<file path="src/rtl/pulse_receiver.sv">
// Pulse-width receiver: measures how long a synchronized line holds each level
// and queues {level, duration} records in a small FIFO for the host to pop.
module pulse_receiver #(
  parameter int unsigned CNT_W      = 12,
  parameter int unsigned FIFO_DEPTH = 4
) (
  input  logic                          clk,
  input  logic                          rst,
  input  logic                          en,
  input  logic                          idle_level,
  input  logic [7:0]                    prescale,
  input  logic [CNT_W-1:0]              timeout,
  input  logic                          sig_in,
  input  logic                          rd_en,
  output logic [CNT_W:0]                rd_data,
  output logic                          rd_valid,
  output logic [$clog2(FIFO_DEPTH):0]   fifo_count,
  output logic                          overflow,
  input  logic                          overflow_clr,
  output logic                          busy
);

  localparam int unsigned REC_W  = CNT_W + 1;
  localparam int unsigned PTR_W  = (FIFO_DEPTH > 1) ? $clog2(FIFO_DEPTH) : 1;
  localparam int unsigned CNTF_W = $clog2(FIFO_DEPTH) + 1;
  localparam logic [CNT_W-1:0] DUR_MAX = '1;

  typedef enum logic {
    IDLE    = 1'b0,
    MEASURE = 1'b1
  } state_t;

  state_t             state_q, state_d;
  logic               sync1_q, sig_s, sig_d;
  logic [7:0]         presc_q, presc_d;
  logic [CNT_W-1:0]   dur_q, dur_d;
  logic               cur_level_q, cur_level_d;

  logic               edge_c;
  logic               wrap_c;
  logic [7:0]         presc_tick_c;
  logic [CNT_W-1:0]   dur_tick_c;
  logic               push_c;
  logic [REC_W-1:0]   push_rec_c;

  logic [REC_W-1:0]   mem [FIFO_DEPTH];
  logic [PTR_W-1:0]   wr_ptr_q, rd_ptr_q;
  logic [CNTF_W-1:0]  count_q;
  logic               overflow_q;
  logic               pop_c, full_c, do_push_c, drop_c;

  // Two-flop synchronizer plus one delay flop for edge detection
  always_ff @(posedge clk or posedge rst) begin
    if (rst) begin
      sync1_q <= 1'b0;
      sig_s   <= 1'b0;
      sig_d   <= 1'b0;
    end else begin
      sync1_q <= sig_in;
      sig_s   <= sync1_q;
      sig_d   <= sig_s;
    end
  end

  // Every MEASURE cycle counts toward the level still visible on sig_d, so the
  // edge cycle closes the old level and the new level starts from zero.
  assign edge_c       = sig_s ^ sig_d;
  assign wrap_c       = (presc_q >= prescale);
  assign presc_tick_c = wrap_c ? 8'd0 : presc_q + 8'd1;
  assign dur_tick_c   = (wrap_c && (dur_q != DUR_MAX)) ? dur_q + CNT_W'(1) : dur_q;

  always_ff @(posedge clk or posedge rst) begin
    if (rst) begin
      state_q     <= IDLE;
      presc_q     <= 8'd0;
      dur_q       <= '0;
      cur_level_q <= 1'b0;
    end else begin
      state_q     <= state_d;
      presc_q     <= presc_d;
      dur_q       <= dur_d;
      cur_level_q <= cur_level_d;
    end
  end

  // Next-state and record generation; an edge outranks a timeout
  always_comb begin
    state_d     = state_q;
    presc_d     = presc_q;
    dur_d       = dur_q;
    cur_level_d = cur_level_q;
    push_c      = 1'b0;
    push_rec_c  = '0;
    case (state_q)
      IDLE: begin
        if (en && (sig_s != idle_level)) begin
          state_d     = MEASURE;
          presc_d     = 8'd0;
          dur_d       = '0;
          cur_level_d = sig_s;
        end
      end
      MEASURE: begin
        if (!en) begin
          state_d = IDLE;
          presc_d = 8'd0;
          dur_d   = '0;
        end else if (edge_c) begin
          push_c      = 1'b1;
          push_rec_c  = {cur_level_q, dur_tick_c};
          presc_d     = 8'd0;
          dur_d       = '0;
          cur_level_d = ~cur_level_q;
        end else if ((timeout != '0) && (cur_level_q == idle_level) &&
                     (dur_tick_c >= timeout)) begin
          push_c     = 1'b1;
          push_rec_c = {idle_level, timeout};
          state_d    = IDLE;
          presc_d    = 8'd0;
          dur_d      = '0;
        end else begin
          presc_d = presc_tick_c;
          dur_d   = dur_tick_c;
        end
      end
      default: state_d = IDLE;
    endcase
  end

  // Record FIFO: a pop frees room for a same-cycle push even when full
  assign pop_c     = rd_en && (count_q != '0);
  assign full_c    = (count_q == CNTF_W'(FIFO_DEPTH));
  assign do_push_c = push_c && (!full_c || pop_c);
  assign drop_c    = push_c && full_c && !pop_c;

  always_ff @(posedge clk) begin
    if (do_push_c) begin
      mem[wr_ptr_q] <= push_rec_c;
    end
  end

  always_ff @(posedge clk or posedge rst) begin
    if (rst) begin
      wr_ptr_q   <= '0;
      rd_ptr_q   <= '0;
      count_q    <= '0;
      overflow_q <= 1'b0;
    end else begin
      if (do_push_c) begin
        wr_ptr_q <= wr_ptr_q + PTR_W'(1);
      end
      if (pop_c) begin
        rd_ptr_q <= rd_ptr_q + PTR_W'(1);
      end
      case ({do_push_c, pop_c})
        2'b10:   count_q <= count_q + CNTF_W'(1);
        2'b01:   count_q <= count_q - CNTF_W'(1);
        default: count_q <= count_q;
      endcase
      if (drop_c) begin
        overflow_q <= 1'b1;
      end else if (overflow_clr) begin
        overflow_q <= 1'b0;
      end
    end
  end

  assign rd_valid   = (count_q != '0);
  assign rd_data    = rd_valid ? mem[rd_ptr_q] : '0;
  assign fifo_count = count_q;
  assign overflow   = overflow_q;
  assign busy       = (state_q == MEASURE);

endmodule

</file>
<file path="config.mk">
export PLATFORM = sky130hd
export DESIGN_NAME = pulse_receiver
export DESIGN_NICKNAME = d
export VERILOG_FILES = /design/src/rtl/pulse_receiver.sv
export SDC_FILE = /design/constraint.sdc
export NUM_CORES = 1
export LEC_CHECK = 0
export CAP_MARGIN = 25
export CORE_MARGIN = 2
export CORE_UTILIZATION = 53
export CTS_BUF_LIST = sky130_fd_sc_hd__clkbuf_4 sky130_fd_sc_hd__clkbuf_8
export CTS_CLUSTER_DIAMETER = 60
export DETAILED_ROUTE_END_ITERATION = 12
export PLACE_DENSITY = 0.75
export SLEW_MARGIN = 10
export SYNTH_ARGS = -nofsm -noshare
export SYNTH_HDL_FRONTEND = slang
export SYNTH_SLANG_ARGS = --single-unit
</file>
<file path="constraint.sdc">
create_clock -name clk -period 9 [get_ports clk]
set_input_delay 2.7 -clock clk [delete_from_list [all_inputs] [get_ports clk]]
set_output_delay 2.7 -clock clk [all_outputs]
set_load 0.02 [all_outputs]
</file>
==> metrics <==
status finished, final reports clean; CP endpoint mem[3][4]; Final Cycle Share 79.6%; Reg power frac 43.1%; Max H-tree Level 3; Max clock buf depth 2; Final Setup Violations 0; crit path launch prescale[5]; Synth top area share 33.9%; Main synth FF type edfxtp_1; routed vias 3,132; Finished Layout Cells 542; worst path arrival time 7150 ps; Critical Path Sink Type flip-flop; crit path time final 7160 ps; Setup crit start kind input port; Max Fclk 140 MHz; Setup CP Type in -> reg; worst slew pin tran 881 ps; internal power 797 uW; Comb pwr share 31.0%; Syn Nets 440; cts repair resizes 0; Final HPWL DP 6800 um; die area 0.00944 mm^2; TritonCTS clock tree yes; diode count 0; async set or reset register ratio after synthesis 38.8%; fin area 0.00536 mm^2; FF-to-FF Start presc_q[0]; Finished Core Util 64.6%; CTS Root Cell clkbuf_8; synthesis-stage register bit count 85; clk_skew 10.9 ps; leak pwr 0.00215 uW; clock slew at the register clock pins of the worst setup and hold paths 90 ps; CTS sink count 85; Netlist cell types 53; unrepaired setup endpoints after global routing false; max-slew violations 0; CTS Hold Bufs 0; I/O Pins 46; DR DRC count 0; overall routing resource usage 20.3%; reg2reg path depth 15; Post-Syn Area per Cell 11.9 um^2; power share of the clock group 25.9%; initial antenna violation count 0; Psw 353 uW; First-pass DRT Iterations 4; Fillers 645; DP Cell Count 526; worst hold path cell count 0; TritonCTS buffer count 9; DR WL/cell 16.9 um; Synth Instances 386; PD cells 214 mW/mm^2; Final Net Count 486; sw frac 30.7%; drt first-iter violations 173; top post-synthesis cells by area edfxtp_1 (34%), dfrtp_1 (18%), ha_1 (7.1%); Post-DP Area 0.00514 mm^2; post-CTS setup buffer count 0; row cnt 33; Worst-Skew Late Latency 350 ps; first-pass GRT wire length 15,400 um; vias per inst 5.78; IO buf count 45; largest net degree at the start of global routing 34; global route total overflow 0; chip height 97.2 um; HP Class reg -> reg; Worst Hold Margin 353 ps; YS warnings 0; r2r endpoint mem[3][4]; vias in the first global route 3,138; sequential area share after synthesis 51.9%; Final Hold Viols 0; fraction of layout cells with a size suffix above 1 8.70%; number of max-cap violations 0; Post-Syn Area 0.00460 mm^2; Max rail drop VDD 72.6 uV; Routed WL 9180 um; Crit Path Max Fanout 13; Starting Density 55.4%; Critical Path RT 8980 ps; chip width 97.2 um; Core Area 0.00830 mm^2; P&R area growth vs syn 16.6%; reg-to-reg setup timing slack 4170 ps; Post-synth EDFFs 52; TNS Setup 0 ps; cell taking the most area after synthesis edfxtp_1; post-route ant nets 0; Slew headroom 41.3%; RD Place Congestion 0.884
cells in the mapped netlist (5+ instances only):
cell type and instances:
nand3_1 12, nor4_1 6, clkbuf_1 8, nand2_1 22
nand4_1 5, mux4_2 13, ha_1 26, a21o_1 7
a31oi_1 6, inv_1 36, or3_1 6, dfrtp_1 33
and2_1 19, xnor2_1 13, xor2_1 7, a22o_1 12
edfxtp_1 52, a21oi_1 14, nor2_1 12, o21ai_0 19
power by group through the flow:
stage               Clock (uW)  Sequential (uW)  Combinational, uW
finish                     298              496                356
global route               314              504                385
CTS                        300              498                360
detailed placement           0              508                360
global placement             0              503                348
floorplan                    0              476                240
worst min-delay path by stage:
stage | start | endpoint | slack, ps
2_1_floorplan | sync1_q | sig_s | 330
3_3_place_gp | sync1_q | sig_s | 340
3_5_place_dp | sync1_q | sig_s | 340
4_1_cts | sync1_q | sig_s | 360
5_1_grt | sync1_q | sig_s | 360
6_report | sync1_q | sig_s | 350
through the flow:
stage	power [uW]	setup slack, ps
after global placement	851	1640
after CTS	1160	1890
after floorplan	717	2730
after global routing	1200	1510
final	1150	1840
after detailed placement	867	1520
flip-flops by register name (all words and copies together), names as in the netlist:
signal and flops:
busy 1, cur_level_q 1, dur_q 12, fifo_count 3, mem 52, overflow 1, presc_q 8, rd_ptr_q 2
sig_d 1, sig_s 1, sync1_q 1, wr_ptr_q 2
cell type report:
class / instances / area, um^2 / share of cell area, %
Sequential cell: 85 / 2390 / 44.5
Clock buffer: 10 / 131 / 2.45
Clock inverter: 6 / 87.6 / 1.63
Timing Repair Buffer: 48 / 473 / 8.82
Multi-Input combinational cell: 252 / 2020 / 37.6
Tap cell: 105 / 131 / 2.45
Inverter: 36 / 135 / 2.52
worst max-delay path, stage by stage:
cell,delay (ps)
clkdlybuf4s50_1,450
inv_1,40
ha_1,300
a21o_1,190
a21o_1,170
a21oi_1,190
o31a_1,490
nor3_1,130
mux2i_1,310
inv_1,80
ha_1,330
and4_1,220
o2111ai_1,180
a31o_2,360
nor2b_1,390
and2_1,620
layout by cell type (no fill, tap or decap), types with 2 or more instances in the layout:
cell type         n
edfxtp_1         52
clkdlybuf4s50_1  45
inv_1            36
dfrtp_1          33
ha_1             26
nand2_1          22
o21ai_0          19
and2_1           19
a21oi_1          14
xnor2_1          13
mux4_2           13
nand3_1          12
nor2_1           12
a22o_1           12
clkbuf_8          9
xor2_1            7
a21o_1            7
nor4_1            6
a31oi_1           6
or3_1             6
nand4_1           5
nor3b_1           4
o21a_1            4
mux2i_1           4
nor3_1            4
nand2b_1          3
and3_1            3
o311a_1           3
o22ai_1           3
buf_4             3
and4_1            2
or4_1             2
bufinv_16         2
clkinv_4          2
clkinv_2          2
routing by layer:
| layer | GRT usage (%) | routed length, um | up-vias |
|---|---|---|---|
| met2 | 34.5 | 4610 | 82 |
| met1 | 26.4 | 3970 | 1510 |
| met4 | 7.37 | 151 | 0 |
| met3 | 3.60 | 447 | 14 |
| met5 | 0 | 0 | - |
| li1 | - | - | 1526 |
cell families (layout without fill, tap and decap cells):
kind of cell               count (synthesis)  count (layout)  synth area share [%]
AOI/OAI and AO/OA                         81              81                  11.9
DFF                                       85              85                  51.9
muxes                                     18              18                  7.48
and+or+nand+nor                          106             106                  13.1
buffers and inverters                     49             100                  4.27
adders and majority gates                 27              27                  7.51
xor gates and xnor gates                  20              20                  3.81
(Power assumes the default switching activity.)
